--- config.mk ---
export PLATFORM = sky130hd
export DESIGN_NAME = coef_commit_sequencer
export DESIGN_NICKNAME = d
export VERILOG_FILES = /design/src/rtl/coef_commit_sequencer.sv
export SDC_FILE = /design/constraint.sdc
export NUM_CORES = 2
export LEC_CHECK = 0
export BUFFER_PORTS_ARGS = -buffer_cell sky130_fd_sc_hd__buf_2
export CAP_MARGIN = 20
export CORE_MARGIN = 1.5
export CORE_UTILIZATION = 40
export CTS_CLUSTER_DIAMETER = 150
export DETAILED_ROUTE_END_ITERATION = 7
export SYNTH_ARGS = -nofsm -noshare
export SYNTH_HDL_FRONTEND = slang
export SYNTH_SLANG_ARGS = --single-unit
--- constraint.sdc ---
create_clock -name trn_clk -period 5.3 [get_ports trn_clk]
set_clock_uncertainty 0.2 [all_clocks]
set_input_delay 0.795 -clock trn_clk [delete_from_list [all_inputs] [get_ports trn_clk]]
set_output_delay 0.795 -clock trn_clk [all_outputs]
set_load 0.01 [all_outputs]
--- src/rtl/coef_commit_sequencer.sv ---
// Shadows offset/weight/DSP coefficients and replays dirty entries to PCIe_packet_gen as one burst aligned to a word-sync edge.
// Latency: burst starts 3 cycles after word_sync_n falls; 1+SETUP+WR_HOLD cycles per entry; no backpressure, abort cancels.
module coef_commit_sequencer #(
  parameter int NBANK   = 3,
  parameter int NCH     = 6,
  parameter int SETUP   = 2,
  parameter int WR_HOLD = 2
) (
  input  logic        trn_clk,
  input  logic        pio_reset_n,
  input  logic        host_wr_en,
  input  logic [4:0]  host_addr,
  input  logic [31:0] host_wdata,
  input  logic        commit,
  input  logic        abort,
  input  logic        word_sync_n,
  output logic [15:0] reg_offset,
  output logic [31:0] reg_data,
  output logic        reg_wrt_en,
  output logic        busy,
  output logic        done,
  output logic        addr_err,
  output logic [4:0]  pending
);

  typedef enum logic [2:0] {
    S_IDLE, S_ARMED, S_SCAN, S_SETUP, S_STROBE, S_DONE
  } state_t;

  localparam logic [7:0] SETUP_LAST = 8'(SETUP - 1);
  localparam logic [7:0] HOLD_LAST  = 8'(WR_HOLD - 1);

  state_t      state_q, state_d;
  logic [31:0] shadow_q [32];
  logic [31:0] dirty_q, dirty_d;
  logic [31:0] work_q, work_d;
  logic [31:0] cur_bit;
  logic [4:0]  cur_q, cur_d;
  logic [4:0]  pick;
  logic [7:0]  cnt_q, cnt_d;
  logic [15:0] off_q, off_d;
  logic [31:0] dat_q, dat_d;
  logic        err_q, err_d;
  logic [4:0]  pend_q, pend_d;
  logic [5:0]  pop;
  logic        sync1_q, sync2_q, sync3_q;
  logic        sync_edge, addr_ok, abort_hit, commit_ok;

  assign sync_edge = sync3_q & ~sync2_q;
  assign addr_ok   = (int'(host_addr[4:3]) < NBANK) && (int'(host_addr[2:0]) < NCH);
  assign abort_hit = abort && (state_q != S_IDLE);
  assign commit_ok = commit && !abort && (state_q == S_IDLE);
  assign cur_bit   = (state_q == S_SETUP || state_q == S_STROBE) ? (32'd1 << cur_q) : 32'd0;

  // sync3_q only feeds edge detection; it is not part of the metastability chain
  always_ff @(posedge trn_clk or negedge pio_reset_n) begin
    if (!pio_reset_n) begin
      sync1_q <= 1'b1;
      sync2_q <= 1'b1;
      sync3_q <= 1'b1;
    end else begin
      sync1_q <= word_sync_n;
      sync2_q <= sync1_q;
      sync3_q <= sync2_q;
    end
  end

  always_ff @(posedge trn_clk or negedge pio_reset_n) begin
    if (!pio_reset_n) state_q <= S_IDLE;
    else              state_q <= state_d;
  end

  always_comb begin
    state_d = state_q;
    if (abort_hit) begin
      state_d = S_IDLE;
    end else begin
      case (state_q)
        S_IDLE:   if (commit_ok) state_d = S_ARMED;
        S_ARMED:  if (sync_edge) state_d = S_SCAN;
        S_SCAN:   state_d = (work_q == 32'd0) ? S_DONE : S_SETUP;
        S_SETUP:  if (cnt_q == SETUP_LAST) state_d = S_STROBE;
        S_STROBE: if (cnt_q == HOLD_LAST) state_d = S_SCAN;
        S_DONE:   state_d = S_IDLE;
        default:  state_d = S_IDLE;
      endcase
    end
  end

  always_comb begin
    busy       = 1'b0;
    done       = 1'b0;
    reg_wrt_en = 1'b0;
    if (state_q != S_IDLE)   busy       = 1'b1;
    if (state_q == S_DONE)   done       = 1'b1;
    if (state_q == S_STROBE) reg_wrt_en = 1'b1;
  end

  // Lowest set work bit wins
  always_comb begin
    pick = 5'd0;
    for (int i = 31; i >= 0; i--) begin
      if (work_q[i]) pick = 5'(i);
    end
  end

  always_comb begin
    pop = 6'd0;
    for (int i = 0; i < 32; i++) begin
      pop = pop + 6'(dirty_q[i]);
    end
    pend_d = pop[5] ? 5'd31 : pop[4:0];
  end

  always_comb begin
    dirty_d = dirty_q;
    work_d  = work_q;
    cur_d   = cur_q;
    cnt_d   = cnt_q;
    off_d   = off_q;
    dat_d   = dat_q;
    err_d   = err_q;
    if (abort_hit) begin
      // Return unsent and partially sent entries to the dirty set
      dirty_d = dirty_q | work_q | cur_bit;
      work_d  = 32'd0;
      cnt_d   = 8'd0;
    end else begin
      case (state_q)
        S_ARMED: begin
          if (sync_edge) begin
            work_d  = dirty_q;
            dirty_d = 32'd0;
          end
        end
        S_SCAN: begin
          cnt_d = 8'd0;
          if (work_q != 32'd0) begin
            cur_d        = pick;
            work_d[pick] = 1'b0;
            off_d        = {9'd0, pick[4:3], 2'd0, pick[2:0]};
            dat_d        = shadow_q[pick];
          end
        end
        S_SETUP:  cnt_d = (cnt_q == SETUP_LAST) ? 8'd0 : cnt_q + 8'd1;
        S_STROBE: cnt_d = (cnt_q == HOLD_LAST) ? 8'd0 : cnt_q + 8'd1;
        default: ;
      endcase
    end
    if (commit_ok) err_d = 1'b0;
    // A host write landing in the snapshot cycle stays dirty for the next commit
    if (host_wr_en) begin
      if (addr_ok) dirty_d[host_addr] = 1'b1;
      else         err_d = 1'b1;
    end
  end

  always_ff @(posedge trn_clk or negedge pio_reset_n) begin
    if (!pio_reset_n) begin
      for (int i = 0; i < 32; i++) shadow_q[i] <= 32'd0;
      dirty_q <= 32'd0;
      work_q  <= 32'd0;
      cur_q   <= 5'd0;
      cnt_q   <= 8'd0;
      off_q   <= 16'd0;
      dat_q   <= 32'd0;
      err_q   <= 1'b0;
      pend_q  <= 5'd0;
    end else begin
      if (host_wr_en && addr_ok) shadow_q[host_addr] <= host_wdata;
      dirty_q <= dirty_d;
      work_q  <= work_d;
      cur_q   <= cur_d;
      cnt_q   <= cnt_d;
      off_q   <= off_d;
      dat_q   <= dat_d;
      err_q   <= err_d;
      pend_q  <= pend_d;
    end
  end

  assign reg_offset = off_q;
  assign reg_data   = dat_q;
  assign addr_err   = err_q;
  assign pending    = pend_q;

endmodule

==> results.toml <==
[setup_path]
criticalPathCategory = "flip-flop to flip-flop"
cp-start-kind = "flip-flop"
startpoint = "dirty_q[17]"
reg2regPathDepth = 18
worst_ep_arrival_time_ns = 5.42
cp-end-kind = "flip-flop"
critical_path.max_fanout = 3
cp_data_required_time_ns = 5.70
rr_startpoint = "dirty_q[17]"

[route]
routedWlPerCell_um = 23.97
first_pass_iters = 6
postRouteAntennaNets = 0
finalWirelength_um = 138400
detailed_router_s_first_iteration_violation_count = 2681
post-route-drc-count = 0
routed_via_density = 5.525
routed-via-count = 31900

[placed_design]
place.port_buffers = 88
post-dp-hpwl_um = 80530
gp_congestion = 0.8758

[cells_and_area]
areaGrowthSynthToFinish_pct = 9.453
drive_gt1_share_pct = 24.56
design.final.nets = 4123
fin_util_pct = 44.30

[logic_synthesis]
yosysMostFrequentCell = "sky130_fd_sc_hd__dfrtp_1"
syn_inst = 4479
synth_top_cell_by_area = "sky130_fd_sc_hd__dfrtp_1"
postSynthRegisterBits = 1145
post_synth_num_cell_types = 73
dominantRegCellSynth = "sky130_fd_sc_hd__dfrtp_1"
synth_enable_flop_cells = 0
synth_area_um2 = 49460
synth_top_cells_by_area = "sky130_fd_sc_hd__dfrtp_1, sky130_fd_sc_hd__mux2_2, sky130_fd_sc_hd__nand2_1"
seq_area_frac_synth_pct = 57.94
synth.yosys.warnings = 0
leading_cell_types_by_count_after_synthesis = "sky130_fd_sc_hd__dfrtp_1, sky130_fd_sc_hd__nand2_1, sky130_fd_sc_hd__clkbuf_1, sky130_fd_sc_hd__mux2_2, sky130_fd_sc_hd__a21oi_1"
synth_top_cell_area_share_pct = 57.78
ys_async_sr_fraction_pct = 100.0
mean_instance_size_in_the_synthesized_netlist_um2 = 11.04

[timing]
timing.final.hold_violations = 0
actual_slew_at_the_worst_max_slew_pin_ns = 1.116
period_needed_ns = 5.025
final_worst_path_period_share_pct = 94.81
timing_max_transition_violations_final = 0
timing.final.setup_violations = 0
fin_tns_setup_ns = 0
max_slew_margin_pct = 25.44
fmax_mhz = 199.0
rsz_0062_raised_after_global_routing = "no"

[floorplan]
dieWidth_um = 354.6
effective_utilization_at_floorplan_pct = 40.48
die_height_um = 354.6
dieArea_um2 = 125800
placeableCoreArea_um2 = 122200
num_rows = 128
ios = 100

[worst_hold_path]
timing.hold.worst_path_depth = 0
worst_hold_path_type = "flip-flop to flip-flop"
worstHoldStart = "sync1_q"

[grt]
grt_max_degree = 160
grt_pass1_wl_um = 211500
combined_global_route_utilization_of_all_metal_layers_pct = 22.11
grt_pass1_vias = 32270
grt_overflow_total = 0
grt_antenna_before_repair = 14

[cts]
cts_tree = "done"
cts_htree_levels = 3
cts.root.buffer_cell = "sky130_fd_sc_hd__clkbuf_16"
worst_skew_pair.late_latency_ns = 0.72
cts_sinks = 1145
clk_pin_slew_ns = 0.07
cts-buffers-inserted = 113
largest_buffer_count_on_any_clock_path = 3

[run_status]
run_status = "complete, no violations"

[run]
drv.max_cap_violation_count = 0
## critical path: stages, from the launching register on
cell                       delay, ns
sky130_fd_sc_hd__dfrtp_1        0.42
sky130_fd_sc_hd__fa_1           0.55
sky130_fd_sc_hd__inv_1          0.06
sky130_fd_sc_hd__fa_1           0.49
sky130_fd_sc_hd__inv_1          0.06
sky130_fd_sc_hd__fa_1           0.47
sky130_fd_sc_hd__inv_1          0.06
sky130_fd_sc_hd__fa_1           0.46
sky130_fd_sc_hd__fa_1           0.52
sky130_fd_sc_hd__fa_1           0.42
sky130_fd_sc_hd__inv_1          0.07
sky130_fd_sc_hd__ha_1           0.15
sky130_fd_sc_hd__inv_1          0.07
sky130_fd_sc_hd__fa_2           0.41
sky130_fd_sc_hd__nor2b_2        0.14
sky130_fd_sc_hd__o21a_1         0.13
sky130_fd_sc_hd__nand3_1        0.07
sky130_fd_sc_hd__o21ai_0        0.09
sky130_fd_sc_hd__nand2b_1       0.07
## logic make-up after synthesis
| group | count (synthesis) | synth area share [%] |
|---|---|---|
| flops | 1145 | 57.94 |
| other cells | 1 | 0.007582 |
| compound gates | 664 | 8.596 |
| buf+inv | 796 | 6.506 |
| xor+xnor | 1 | 0.01771 |
| mux | 725 | 16.14 |
| simple gates | 1114 | 9.595 |
| fa+ha+maj | 33 | 1.199 |
## path summary, 6_finish.rpt
path	to	slack, ns
worst max register to register	pending[4]	0.28
worst min-delay path	sync2_q	0.15
worst max-delay path	pending[4]	0.28
max in group asynchronous	shadow_q[29]	2.95
min in group asynchronous	work_q[20]	0.58
worst min register to register	sync2_q	0.15
## sequential cells by signal, summed over array words and instances, names as in the netlist
signal and cells:
addr_err 1, cnt_q 8, cur_q 5, dirty_q 32
pending 5, reg_data 32, shadow_q 1024, state_q 3
sync1_q 1, sync2_q 1, sync3_q 1, work_q 32
## cell type report
cell class	instances	area, um2
Timing Repair Buffer	191	1454
Multi-Input combinational cell	2548	17760
Fill cell	11210	68060
Clock inverter	50	690.7
Sequential cell	1145	28660
Clock buffer	163	3357
Tap cell	1625	2033
Antenna cell	3	7.507
Inverter	48	180.2
## through the flow
| stage | setup WS [ns] | instance area, um2 | cells | hold slack [ns] |
|---|---|---|---|---|
| 6_report | 0.2751 | 54140 | 5773 | 0.1514 |
| 5_1_grt | 0.02262 | 54140 | 5773 | 0.1579 |
| 2_1_floorplan | 0.4787 | 49500 | 4489 | 0.1452 |
| 3_3_place_gp | 0.1782 | 50010 | 5553 | 0.1475 |
| 3_5_place_dp | 0.1564 | 50040 | 5554 | 0.1491 |
| 4_1_cts | 0.1317 | 54110 | 5769 | 0.1510 |
## routing by layer
layer | vias up | wire length (um) | GRT usage, %
met4 | 16 | 3642 | 6.846
met1 | 16470 | 63580 | 31.78
met3 | 222 | 8798 | 4.021
met5 | - | 110 | 0
li1 | 14240 | - | -
met2 | 958 | 62250 | 33.93
## repair_timing
action,in CTS,in global routing
resized for setup,0,4
buffers inserted,0,0
endpoints found under the setup margin,0,5
hold buffers,2,0
endpoints found under the hold margin,58,0
## layout by cell type, fill, tap and decap left out, drive strengths merged, types with 33 or more instances in the layout
cell	instances
dfrtp	1142
nand2	775
mux2	582
a21oi	230
buf	188
clkbuf	163
mux2i	143
nand3	108
o21ai	89
nor2	88
a31oi	84
o22ai	58
a32oi	56
inv	50
nor4	44
clkinv	33
Power is not shown: default switching activity piles up to over one toggle a cycle in this logic, so the estimate is an artifact.
